==> src/rtl/mem_dbus.sv <==
// MEM stage with an integrated request/acknowledge data-bus master.
// Does big-endian byte-lane steering for stores and load extraction, and holds the result while MEM is frozen.

module mem_dbus_lane #(
  parameter int LANE = 0
) (
  input  logic [1:0]  size,   // 0 byte, 1 half, 2 word
  input  logic [1:0]  a,
  input  logic [31:0] reg2,
  output logic        sel,
  output logic [7:0]  wbyte
);
  always_comb begin
    sel   = 1'b1;
    wbyte = reg2[8*LANE +: 8];
    case (size)
      2'd0: begin
        // lane 3 holds the lowest byte address
        sel   = (a == 2'(3 - LANE));
        wbyte = reg2[7:0];
      end
      2'd1: begin
        sel   = a[1] ? (LANE < 2) : (LANE >= 2);
        wbyte = reg2[8*(LANE % 2) +: 8];
      end
      default: ;
    endcase
  end
endmodule

module mem_dbus (
  input  logic        clk,
  input  logic        rst,
  input  logic [4:0]  mem_wd_i,
  input  logic        mem_wreg_i,
  input  logic [31:0] mem_wdata_i,
  input  logic [31:0] mem_hi_i,
  input  logic [31:0] mem_lo_i,
  input  logic        mem_whilo_i,
  input  logic [7:0]  mem_aluop_i,
  input  logic [31:0] mem_mem_addr_i,
  input  logic [31:0] mem_reg2_i,
  input  logic        mem_cp0_reg_we_i,
  input  logic [4:0]  mem_cp0_reg_write_addr_i,
  input  logic [31:0] mem_cp0_reg_data_i,
  input  logic [5:0]  stall_i,
  input  logic        dbus_ack_i,
  input  logic [31:0] dbus_rdata_i,
  output logic        dbus_req_o,
  output logic        dbus_we_o,
  output logic [31:0] dbus_addr_o,
  output logic [3:0]  dbus_sel_o,
  output logic [31:0] dbus_wdata_o,
  output logic [4:0]  wb_wd_o,
  output logic        wb_wreg_o,
  output logic [31:0] wb_wdata_o,
  output logic [31:0] wb_hi_o,
  output logic [31:0] wb_lo_o,
  output logic        wb_whilo_o,
  output logic        wb_cp0_reg_we_o,
  output logic [4:0]  wb_cp0_reg_write_addr_o,
  output logic [31:0] wb_cp0_reg_data_o,
  output logic        stallreq_o
);
  localparam int NUM_LANES = 4;

  localparam logic [7:0] EXE_LB_OP  = 8'b11100000;
  localparam logic [7:0] EXE_LBU_OP = 8'b11100100;
  localparam logic [7:0] EXE_LH_OP  = 8'b11100001;
  localparam logic [7:0] EXE_LHU_OP = 8'b11100101;
  localparam logic [7:0] EXE_LW_OP  = 8'b11100011;
  localparam logic [7:0] EXE_SB_OP  = 8'b11101000;
  localparam logic [7:0] EXE_SH_OP  = 8'b11101001;
  localparam logic [7:0] EXE_SW_OP  = 8'b11101011;

  typedef enum logic [1:0] {IDLE, BUSY, HOLD} state_t;

  state_t      state;
  logic        is_mem, is_store, is_signed;
  logic [1:0]  size;
  logic [1:0]  cur_size, cur_a;
  logic        cur_signed, cur_store;
  logic [31:0] rd_buf, ext;
  logic [7:0]  ld_byte;
  logic [15:0] ld_half;
  logic [NUM_LANES-1:0]      lane_sel;
  logic [NUM_LANES-1:0][7:0] lane_wdata;
  logic        unused_stall;

  assign unused_stall = ^{stall_i[5], stall_i[3:0]};

  always_comb begin
    is_mem    = 1'b1;
    is_store  = 1'b0;
    is_signed = 1'b0;
    size      = 2'd2;
    case (mem_aluop_i)
      EXE_LB_OP:  begin size = 2'd0; is_signed = 1'b1; end
      EXE_LBU_OP: size = 2'd0;
      EXE_LH_OP:  begin size = 2'd1; is_signed = 1'b1; end
      EXE_LHU_OP: size = 2'd1;
      EXE_LW_OP:  size = 2'd2;
      EXE_SB_OP:  begin size = 2'd0; is_store = 1'b1; end
      EXE_SH_OP:  begin size = 2'd1; is_store = 1'b1; end
      EXE_SW_OP:  begin size = 2'd2; is_store = 1'b1; end
      default:    is_mem = 1'b0;
    endcase
  end

  for (genvar l = 0; l < NUM_LANES; l++) begin : g_lane
    mem_dbus_lane #(.LANE(l)) u_lane (
      .size  (size),
      .a     (mem_mem_addr_i[1:0]),
      .reg2  (mem_reg2_i),
      .sel   (lane_sel[l]),
      .wbyte (lane_wdata[l])
    );
  end

  // Extraction uses the op latched at issue, so it is independent of the upstream regs.
  always_comb begin
    ld_byte = dbus_rdata_i[{~cur_a, 3'b000} +: 8];
    ld_half = cur_a[1] ? dbus_rdata_i[15:0] : dbus_rdata_i[31:16];
    case (cur_size)
      2'd0:    ext = {{24{cur_signed & ld_byte[7]}}, ld_byte};
      2'd1:    ext = {{16{cur_signed & ld_half[15]}}, ld_half};
      default: ext = dbus_rdata_i;
    endcase
    if (cur_store) ext = 32'h0;
  end

  always_ff @(posedge clk) begin
    if (rst) begin
      state        <= IDLE;
      dbus_req_o   <= 1'b0;
      dbus_we_o    <= 1'b0;
      dbus_addr_o  <= 32'h0;
      dbus_sel_o   <= 4'h0;
      dbus_wdata_o <= 32'h0;
      rd_buf       <= 32'h0;
      cur_size     <= 2'd0;
      cur_a        <= 2'd0;
      cur_signed   <= 1'b0;
      cur_store    <= 1'b0;
    end else begin
      case (state)
        IDLE: if (is_mem) begin
          dbus_req_o   <= 1'b1;
          dbus_we_o    <= is_store;
          dbus_addr_o  <= {mem_mem_addr_i[31:2], 2'b00};
          dbus_sel_o   <= lane_sel;
          dbus_wdata_o <= lane_wdata;
          cur_size     <= size;
          cur_a        <= mem_mem_addr_i[1:0];
          cur_signed   <= is_signed;
          cur_store    <= is_store;
          state        <= BUSY;
        end
        BUSY: if (dbus_ack_i) begin
          dbus_req_o <= 1'b0;
          rd_buf     <= ext;
          state      <= stall_i[4] ? HOLD : IDLE;
        end
        HOLD: if (!stall_i[4]) state <= IDLE;
        default: state <= IDLE;
      endcase
    end
  end

  always_comb begin
    wb_wdata_o = 32'h0;
    stallreq_o = 1'b0;
    if (!rst) begin
      case (state)
        IDLE: begin
          stallreq_o = is_mem;
          wb_wdata_o = is_mem ? 32'h0 : mem_wdata_i;
        end
        BUSY: begin
          stallreq_o = !dbus_ack_i;
          wb_wdata_o = dbus_ack_i ? ext : 32'h0;
        end
        HOLD:    wb_wdata_o = rd_buf;
        default: ;
      endcase
    end
  end

  assign wb_wd_o                 = rst ? 5'h0  : mem_wd_i;
  assign wb_wreg_o               = rst ? 1'b0  : mem_wreg_i;
  assign wb_hi_o                 = rst ? 32'h0 : mem_hi_i;
  assign wb_lo_o                 = rst ? 32'h0 : mem_lo_i;
  assign wb_whilo_o              = rst ? 1'b0  : mem_whilo_i;
  assign wb_cp0_reg_we_o         = rst ? 1'b0  : mem_cp0_reg_we_i;
  assign wb_cp0_reg_write_addr_o = rst ? 5'h0  : mem_cp0_reg_write_addr_i;
  assign wb_cp0_reg_data_o       = rst ? 32'h0 : mem_cp0_reg_data_i;
endmodule

==> config.mk <==
export PLATFORM = sky130hd
export DESIGN_NAME = mem_dbus
export DESIGN_NICKNAME = d
export VERILOG_FILES = /design/src/rtl/mem_dbus.sv
export SDC_FILE = /design/constraint.sdc
export NUM_CORES = 1
export LEC_CHECK = 0
export ABC_AREA = 1
export BUFFER_PORTS_ARGS = -buffer_cell sky130_fd_sc_hd__clkbuf_2
export CORE_AREA = 4 4 178 180
export CTS_CLUSTER_SIZE = 28
export DETAILED_ROUTE_END_ITERATION = 8
export DIE_AREA = 0 0 182 184
export GPL_TIMING_DRIVEN = 0
export PLACE_DENSITY_LB_ADDON = 0.12
export SLEW_MARGIN = 20
export SYNTH_ARGS = -nofsm -noshare
export SYNTH_HDL_FRONTEND = slang
export SYNTH_SLANG_ARGS = --single-unit
==> constraint.sdc <==
create_clock -name clk -period 4 [get_ports clk]
set_input_delay 0.2 -clock clk [delete_from_list [all_inputs] [get_ports clk]]
set_output_delay 0.2 -clock clk [all_outputs]
set_load 0.1 [all_outputs]
==> summary.md, run 1 <==
| Metric | Value |
|---|---|
| Status | finished, final reports clean |
| Starting Density | 21.9% |
| Synth-to-Final Area Change | 47.3% |
| # rows | 64 |
| Worst R2R Path Depth | 5 |
| First-pass GRT wire length | 50100 um |
| Req. time, crit path | 3.80 ns |
| Placed insts | 2017 |
| Hold_ws | 0.0655 ns |
| Tmin final | 2.76 ns |
| Post-CTS setup repair buffer count | 0 |
| Post-Layout Inst Area | 0.00972 mm^2 |
| DRC viols | 0 |
| EDFF count, synth | 0 |
| DRT Pass-1 Iters | 4 |
| Ranking of synthesized cells by area | dfxtp_1, nand2_1, nor2_1, inv_1, a21oi_1 |
| Final instance count without filler cells | 2034 |
| Die ar. | 0.0335 mm^2 |
| GPL Wtd Cong | 0.889 |
| Max Fanout on Critical Path | 10 |
| Mapped Area | 0.00660 mm^2 |
| Wirelength per Cell | 16.9 um |
| Synth warn | 0 |
| Setup Viol. Count Final | 0 |
| Setup TNS | 0 ns |
| Worst skew pair latency | 0.36 ns |
| Final hold vios | 0 |
| Io pins | 466 |
| Synth area leader | dfxtp_1 |
| CTS Hold Buffers Added | 0 |
| Data arrival, critical path | 2.56 ns |
| Slew HR | 54.4% |
| Clock Tree Buf Depth | 2 |
| Post-DP HPWL | 29200 um |
| Peak supply drop | 0.177 mV |
| LEAKAGE | 5.65 nW |
| Total chip power | 3.32 mW |
| Via count | 8694 |
| Synthesis-stage register bit count | 107 |
| Cell variety after synth | 26 |
| Pwr dens | 342 mW/mm^2 |
| Max Clock Freq | 363 MHz |
| Clk sinks | 107 |
| Finished Core Util | 32.2% |
| Register area share after synthesis | 32.5% |
| Crit share post-route | 68.9% |
| DIE WIDTH | 182 um |
| Vias in the first global route | 8489 |
| Ys async rst share | 0% |
| Syn avg cell area | 5.68 um^2 |
| Critical path type | register to output pin |
| Core footprint | 0.0302 mm^2 |
| Total track usage | 19.4% |
| CTS resizes | 0 |
| # port buffers | 457 |
| Post-Synthesis Cells | 1163 |
| Vias/cell | 4.27 |
| Top_reg_cell synth | dfxtp_1 |
| Worst hold path class | primary input to register |
| Max-cap violations | 0 |
| Drt total wl | 34300 um |
| Iter 0 DRT Violations | 381 |
| Share of layout cells above drive strength 1 | 31.6% |
| Worst Hold Path Cells | 3 |
| Layout Nets | 1886 |
| Slew at the pin closest to its max-slew limit | 0.684 ns |
| CP Launch Type | register |
| RSZ-0062 raised after global routing | no |
| CTS tree | done |
| Clock H-tree levels | 3 |
| Initial antenna violation count | 3 |
| Pre-CTS worst setup slack | 1.42 ns |
| Crit path capture type | output pin |
| Chip height | 184 um |
| Area after DPL | 0.00939 mm^2 |
| CTS Buf Count | 9 |
| Clock-pin slew on the worst setup and hold paths | 0.09 ns |
| Final antenna-violating net count | 0 |
| Final Max Slew Viols | 0 |
| Final setup slack of the worst path | 1.24 ns |
| Grt total ovfl | 0 |
| Largest net degree at the start of global routing | 23 |
| Clk root buf | clkbuf_16 |
| Setup Skew | 0.0209 ns |
| Synth top area share | 32.5% |
[cell usage after synthesis (4+ instances only)]
cell type / number
clkbuf_1: 44
buf_4: 5
buf_6: 5
nor2_1: 273
a21oi_1: 87
o211ai_1: 6
dfxtp_1: 107
nand2_1: 294
inv_1: 170
o21ai_1: 30
buf_2: 18
inv_2: 4
o21ai_0: 22
nand3_2: 4
nor2_2: 4
nand3_1: 49
nand4_1: 28
[power breakdown]
| part | total [mW] | internal (mW) | switching, mW |
|---|---|---|---|
| Combinational | 1.21 | 0.230 | 0.985 |
| Sequential | 1.09 | 1.08 | 0.0101 |
| Clock | 1.02 | 0.519 | 0.496 |
| Total | 3.32 | 1.83 | 1.49 |
[layer usage]
layer,global-route usage (%),routed length (um),vias to the layer above
met5,0,31,-
met4,6.36,900,4
met3,4.73,2540,42
met2,36.2,17600,315
met1,21.6,13200,3862
li1,-,-,4471
[worst paths after layout]
path	startpoint	endpoint	slack (ns)
setup / recovery	cur_size[1]$_SDFFE_PP0N_	wb_wdata_o[1]	1.24
hold / removal	mem_mem_addr_i[14]	dbus_addr_o[14]$_SDFFE_PP0N_	0.07
setup reg to reg	state[0]$_SDFFE_PP0P_	dbus_wdata_o[0]$_SDFFE_PP0N_	2.34
hold reg to reg	dbus_req_o$_SDFFE_PP0P_	dbus_req_o$_SDFFE_PP0P_	0.47
[area by class of cell]
cell class | count | area [um^2]
fillers | 3525 | 20500
multi-input cells | 807 | 3440
repair buffers | 457 | 2290
flip-flops and latches | 107 | 2140
inverters | 177 | 664
well taps | 396 | 495
plain buffers | 73 | 353
clock buffers | 9 | 225
clock inverters | 7 | 108
diodes | 1 | 2.50
[flip-flops by register name, indices dropped and copies added (netlist names)]
signal        flops
dbus_sel_o        4
cur_size          2
state             2
cur_store         1
dbus_req_o        1
cur_a             2
cur_signed        1
rd_buf           32
dbus_wdata_o     32
dbus_addr_o      30
[placed cells by master (no fill, tap or decap)]
cell	count
buf_6	5
nor2_2	4
buf_2	18
diode_2	1
nor2_1	273
inv_12	1
inv_1	170
inv_2	4
nand3_2	4
clkbuf_2	457
clkbuf_16	9
buf_1	1
o21ai_0	22
nand3_1	49
conb_1	2
clkinv_1	3
nand2_2	1
bufinv_16	1
nand3b_1	2
buf_4	5
dfxtp_1	107
nor4_1	1
a21oi_1	87
nand2_4	2
nand2_1	294
nand4_1	28
nor2_4	1
inv_8	4
clkbuf_1	44
o21ai_1	30
clkinv_8	1
nand4_4	1
o211ai_1	6
[cells by family (layout without fill, tap and decap cells)]
| logic type | Yosys count | after routing | share of synthesized area [%] |
|---|---|---|---|
| AOI/OAI and AO/OA | 145 | 145 | 11.2 |
| buffers and inverters | 250 | 723 | 15.4 |
| DFF | 107 | 107 | 32.5 |
| other | 1 | 3 | 0.0568 |
| and+or+nand+nor | 660 | 660 | 40.9 |
[critical path, cell delays in order, from the launching register on]
cell and delay [ns]:
dfxtp_1 0.45, clkinv_1 0.28, clkbuf_1 0.30, nand4_1 0.16
nand2_1 0.07, nor2_1 0.16, a21oi_1 0.12, a21oi_1 0.19
clkbuf_2 0.48
Note: power is estimated with default switching activity, not from simulation.
==> run 2, diff against run 1 <==
--- a/config.mk
+++ b/config.mk
@@ -5,12 +5,12 @@
 export SDC_FILE = /design/constraint.sdc
 export NUM_CORES = 1
 export LEC_CHECK = 0
-export ABC_AREA = 1
+export ABC_AREA = 0
 export BUFFER_PORTS_ARGS = -buffer_cell sky130_fd_sc_hd__clkbuf_2
-export CORE_AREA = 4 4 178 180
+export CORE_AREA = 4 4 179 181
 export CTS_CLUSTER_SIZE = 28
 export DETAILED_ROUTE_END_ITERATION = 8
-export DIE_AREA = 0 0 182 184
+export DIE_AREA = 0 0 183 185
 export GPL_TIMING_DRIVEN = 0
 export PLACE_DENSITY_LB_ADDON = 0.12
 export SLEW_MARGIN = 20
==> constraint.sdc (replaced) <==
create_clock -name clk -period 2.65 [get_ports clk]
set_input_delay 0.1325 -clock clk [delete_from_list [all_inputs] [get_ports clk]]
set_output_delay 0.1325 -clock clk [all_outputs]
set_load 0.1 [all_outputs]
==> summary.md, run 2 <==
| Metric | Value |
|---|---|
| Post-Layout Inst Area | 0.00948 mm^2 (-2.5%) |
| Reg power frac | 34.0% (+1.1 points) |
| Setup TNS | 0 ns (unchanged) |
| Die ar. | 0.0339 mm^2 (+1.1%) |
| Largest stage delay on the critical path | 0.42 ns (-0.06 ns) |
| Worst Hold Path Cells | 3 (unchanged) |
| Max-cap violations | 0 (unchanged) |
| CTS Buf Count | 9 (unchanged) |
| Synth area leader | dfxtp_1 |
| Finished Core Util | 31.2% (-1.0 points) |
| DRT Pass-1 Iters | 5 (+1) |
| Worst skew pair latency | 0.36 ns (about the same) |
| Share of layout cells above drive strength 1 | 42.5% (+11 points) |
| M3 GR Usage | 5.44% (+0.71 points) |
| Critical path type | register to output pin |
| CTS tree | done |
| Biggest regs | dbus_wdata_o x32, rd_buf x32, dbus_addr_o x30 |
| Register area share after synthesis | 36.2% (+3.7 points) |
| CP Launch Type | register |
| Total chip power | 4.81 mW (+45%) |
| Grt total ovfl | 0 (unchanged) |
| Ranking of synthesized cells by area | dfxtp_1, nor2b_1, nand2_1, a21oi_1, a22o_1 |
| RR Endpoint | rd_buf[31]$_SDFFE_PP0P_ |
| RSZ-0062 raised after global routing | no |
| Peak supply drop | 0.255 mV (+44%) |
| Hold Crit Start | mem_reg2_i[23] |
| Clock H-tree levels | 3 (unchanged) |
| Tmin final | 2.58 ns |
| First-pass GRT wire length | 46600 um (-7.1%) |
| Placed insts | 1599 (-21%) |
| EDFF count, synth | 0 (unchanged) |
| Final antenna-violating net count | 0 (unchanged) |
| Crit share post-route | 97.4% |
| Commonest cells in the netlist | nand2_1, nor2b_1, dfxtp_1, a21oi_1, clkbuf_1 |
| Clock Tree Buf Depth | 2 (unchanged) |
| Hold Path Sink | dbus_wdata_o[23]$_SDFFE_PP0N_ |
| Pwr dens | 507 mW/mm^2 (+48%) |
| Worst path slowest cell | or3_1 |
| Mapped Area | 0.00592 mm^2 (-10%) |
| LEAKAGE | 4.50 nW (-20%) |
| Top_reg_cell synth | dfxtp_1 |
| Largest net degree at the start of global routing | 21 (-8.7%) |
| Via count | 7452 (-14%) |
| Synth warn | 0 (unchanged) |
| Max Clock Freq | 387 MHz |
| Layout Nets | 1504 (-20%) |
| Status | finished, final reports clean |
| # rows | 64 (unchanged) |
| Synth top area share | 36.2% (+3.7 points) |
| Data arrival, critical path | 2.45 ns (-0.11 ns) |
| Syn avg cell area | 7.95 um^2 (+40%) |
| Starting Density | 19.5% (-2.4 points) |
| Final instance count without filler cells | 1653 (-19%) |
| Critical R2R Launch | state[1]$_SDFFE_PP0P_ |
| Slew at the pin closest to its max-slew limit | 0.636 ns (-0.0476 ns) |
| DRC viols | 0 (unchanged) |
| Power Internal | 2.69 mW (+47%) |
| GR Util met2 | 32.4% (-3.8 points) |
| Crit path capture type | output pin |
| Io pins | 466 (unchanged) |
| Flop-to-flop setup slack | 0.63 ns (-1.71 ns) |
| Synthesis-stage register bit count | 107 (unchanged) |
| Worst hold path class | primary input to register |
| Setup Viol. Count Final | 0 (unchanged) |
| Clk root buf | clkbuf_16 |
| Worst R2R Path Depth | 6 (+1) |
| Final Max Slew Viols | 0 (unchanged) |
| Initial antenna violation count | 3 (unchanged) |
| Most frequent cells in the layout | clkbuf_2, nand2_1, nor2b_1 |
| Crit-path cells | buf_2, or3_1, a31oi_4, buf_4, a22o_1, a21o_1, clkbuf_4 |
| Clk pwr share | 29.4% (-1.2 points) |
| Synth-to-Final Area Change | 60.0% |
| Req. time, crit path | 2.52 ns (-1.28 ns) |
| Most crowded layer after global routing | met2 |
| Worst path bufs/invs | 3 (unchanged) |
| Met1 GRT Util | 19.7% (-1.9 points) |
| Area after DPL | 0.00871 mm^2 (-7.2%) |
| Total track usage | 17.9% (-1.5 points) |
| Chip height | 185 um (+0.54%) |
| Post-DP HPWL | 26800 um (-8.1%) |
| Max Fanout on Critical Path | 10 (unchanged) |
| Post-Synthesis Cells | 745 (-36%) |
| GPL Wtd Cong | 0.883 (-0.67%) |
| Wirelength per Cell | 19.6 um (+16%) |
| Vias/cell | 4.51 (+5.5%) |
| Clock-pin slew on the worst setup and hold paths | 0.09 ns (about the same) |
| DIE WIDTH | 183 um (+0.55%) |
| Combinational fraction of design power | 36.6% (about the same) |
| Most numerous cell in the Yosys netlist | nand2_1 |
| Vias in the first global route | 7553 (-11%) |
| Core footprint | 0.0304 mm^2 (+0.80%) |
| Setup Skew | 0.0106 ns (-0.0103 ns) |
| Drt total wl | 32400 um (-5.5%) |
| Fillers | 3424 (-2.9%) |
| # port buffers | 457 (unchanged) |
| Most common cell after layout, fill and taps aside | clkbuf_2 |
| Sw Pwr | 2.12 mW (+42%) |
| Ys async rst share | 0% (unchanged) |
| Slew HR | 57.6% (+3.2 points) |
| Iter 0 DRT Violations | 313 (-18%) |
| Crit-path leading delay family | buffers and inverters |
| Cell variety after synth | 53 (+100%) |
| Sw frac | 44.0% (-0.87 points) |
| Clk sinks | 107 (unchanged) |
| Final hold vios | 0 (unchanged) |
-- run 2: changes by cell type after synthesis, moves of 20 or more --
cell,previous run,this run
nand2_1,294,131
nor2_1,273,32
inv_1,170,2
nor2b_1,0,110
nand3_1,49,11
nand4_1,28,2
a311oi_1,0,20
o21ai_1,30,1
a21oi_1,87,59
a22o_1,0,22
-- run 2: final cells by class --
| type | count | area, um^2 | share of cell area (%) |
|---|---|---|---|
| repair buffers | 493 | 2720 | 28.7 |
| clock buffers | 9 | 225 | 2.38 |
| well taps | 396 | 495 | 5.23 |
| flip-flops and latches | 107 | 2140 | 22.6 |
| plain buffers | 71 | 349 | 3.68 |
| clock inverters | 7 | 70.1 | 0.739 |
| inverters | 3 | 11.3 | 0.119 |
| diodes | 2 | 5.00 | 0.0528 |
| multi-input cells | 565 | 3470 | 36.6 |
-- run 2: worst max-delay path by stage --
stage / startpoint / to / slack (ns) / cells after the start
after floorplan: cur_store$_SDFFE_PP0N_ / wb_wdata_o[10] / -0.31 / 5
after global placement: state[0]$_SDFFE_PP0P_ / wb_wdata_o[30] / -0.13 / 7
after detailed placement: state[0]$_SDFFE_PP0P_ / wb_wdata_o[30] / -0.13 / 7
after CTS: state[0]$_SDFFE_PP0P_ / wb_wdata_o[21] / 0.02 / 7
after global routing: state[0]$_SDFFE_PP0P_ / wb_wdata_o[21] / 0.006 / 7
final: state[0]$_SDFFE_PP0P_ / wb_wdata_o[5] / 0.07 / 7
-- run 2: worst reg2reg max path, stage by stage (launching register included) --
cell	delay, ns
dfxtp_1	0.31
buf_6	0.13
nand3b_2	0.34
nor2b_1	0.21
clkbuf_1	0.24
clkbuf_1	0.32
a221o_1	0.36
-- run 2: power groups by stage --
stage | registers [mW] | logic [mW] | clock network (mW)
2_1_floorplan | 1.79 | 1.14 | 0
3_3_place_gp | 1.67 | 1.71 | 0
3_5_place_dp | 1.67 | 1.71 | 0
4_1_cts | 1.64 | 1.77 | 1.47
5_1_grt | 1.64 | 1.83 | 1.52
6_report | 1.64 | 1.76 | 1.41
-- run 2: kinds of logic (layout without fill, tap and decap cells) --
group,Yosys count,after routing,synth area share [%]
AO/OA/AOI/OAI,224,224,27.1
flip-flops,107,107,36.2
AND/OR/NAND/NOR,322,322,27.8
other,1,4,0.0633
multiplexers,17,17,3.06
buffers and inverters,74,583,5.89
-- run 2: timing repair --
| item | 4_1_cts | 5_1_grt |
|---|---|---|
| pin swaps | 2 | 1 |
| gates resized for setup | 39 | 21 |
| buffers inserted | 3 | 3 |
| endpoints found under the hold margin | 30 | 0 |
| hold buffers | 30 | 0 |
| endpoints found under the setup margin | 32 | 24 |
-- run 2: stage by stage --
stage                     setup slack [ns]  hold slack [ns]
after floorplan                     -0.306            0.263
after global placement              -0.126            0.358
after detailed placement            -0.133            0.362
after CTS                           0.0204         0.000369
after global routing               0.00570           0.0145
final                               0.0686           0.0173
-- run 2: per-layer routing --
metal / wire length, um / share of wire [%]
met1: 12400 / 38
met2: 16300 / 50
met3: 2540 / 7.8
met4: 1160 / 3.6
met5: 8 / 0.025
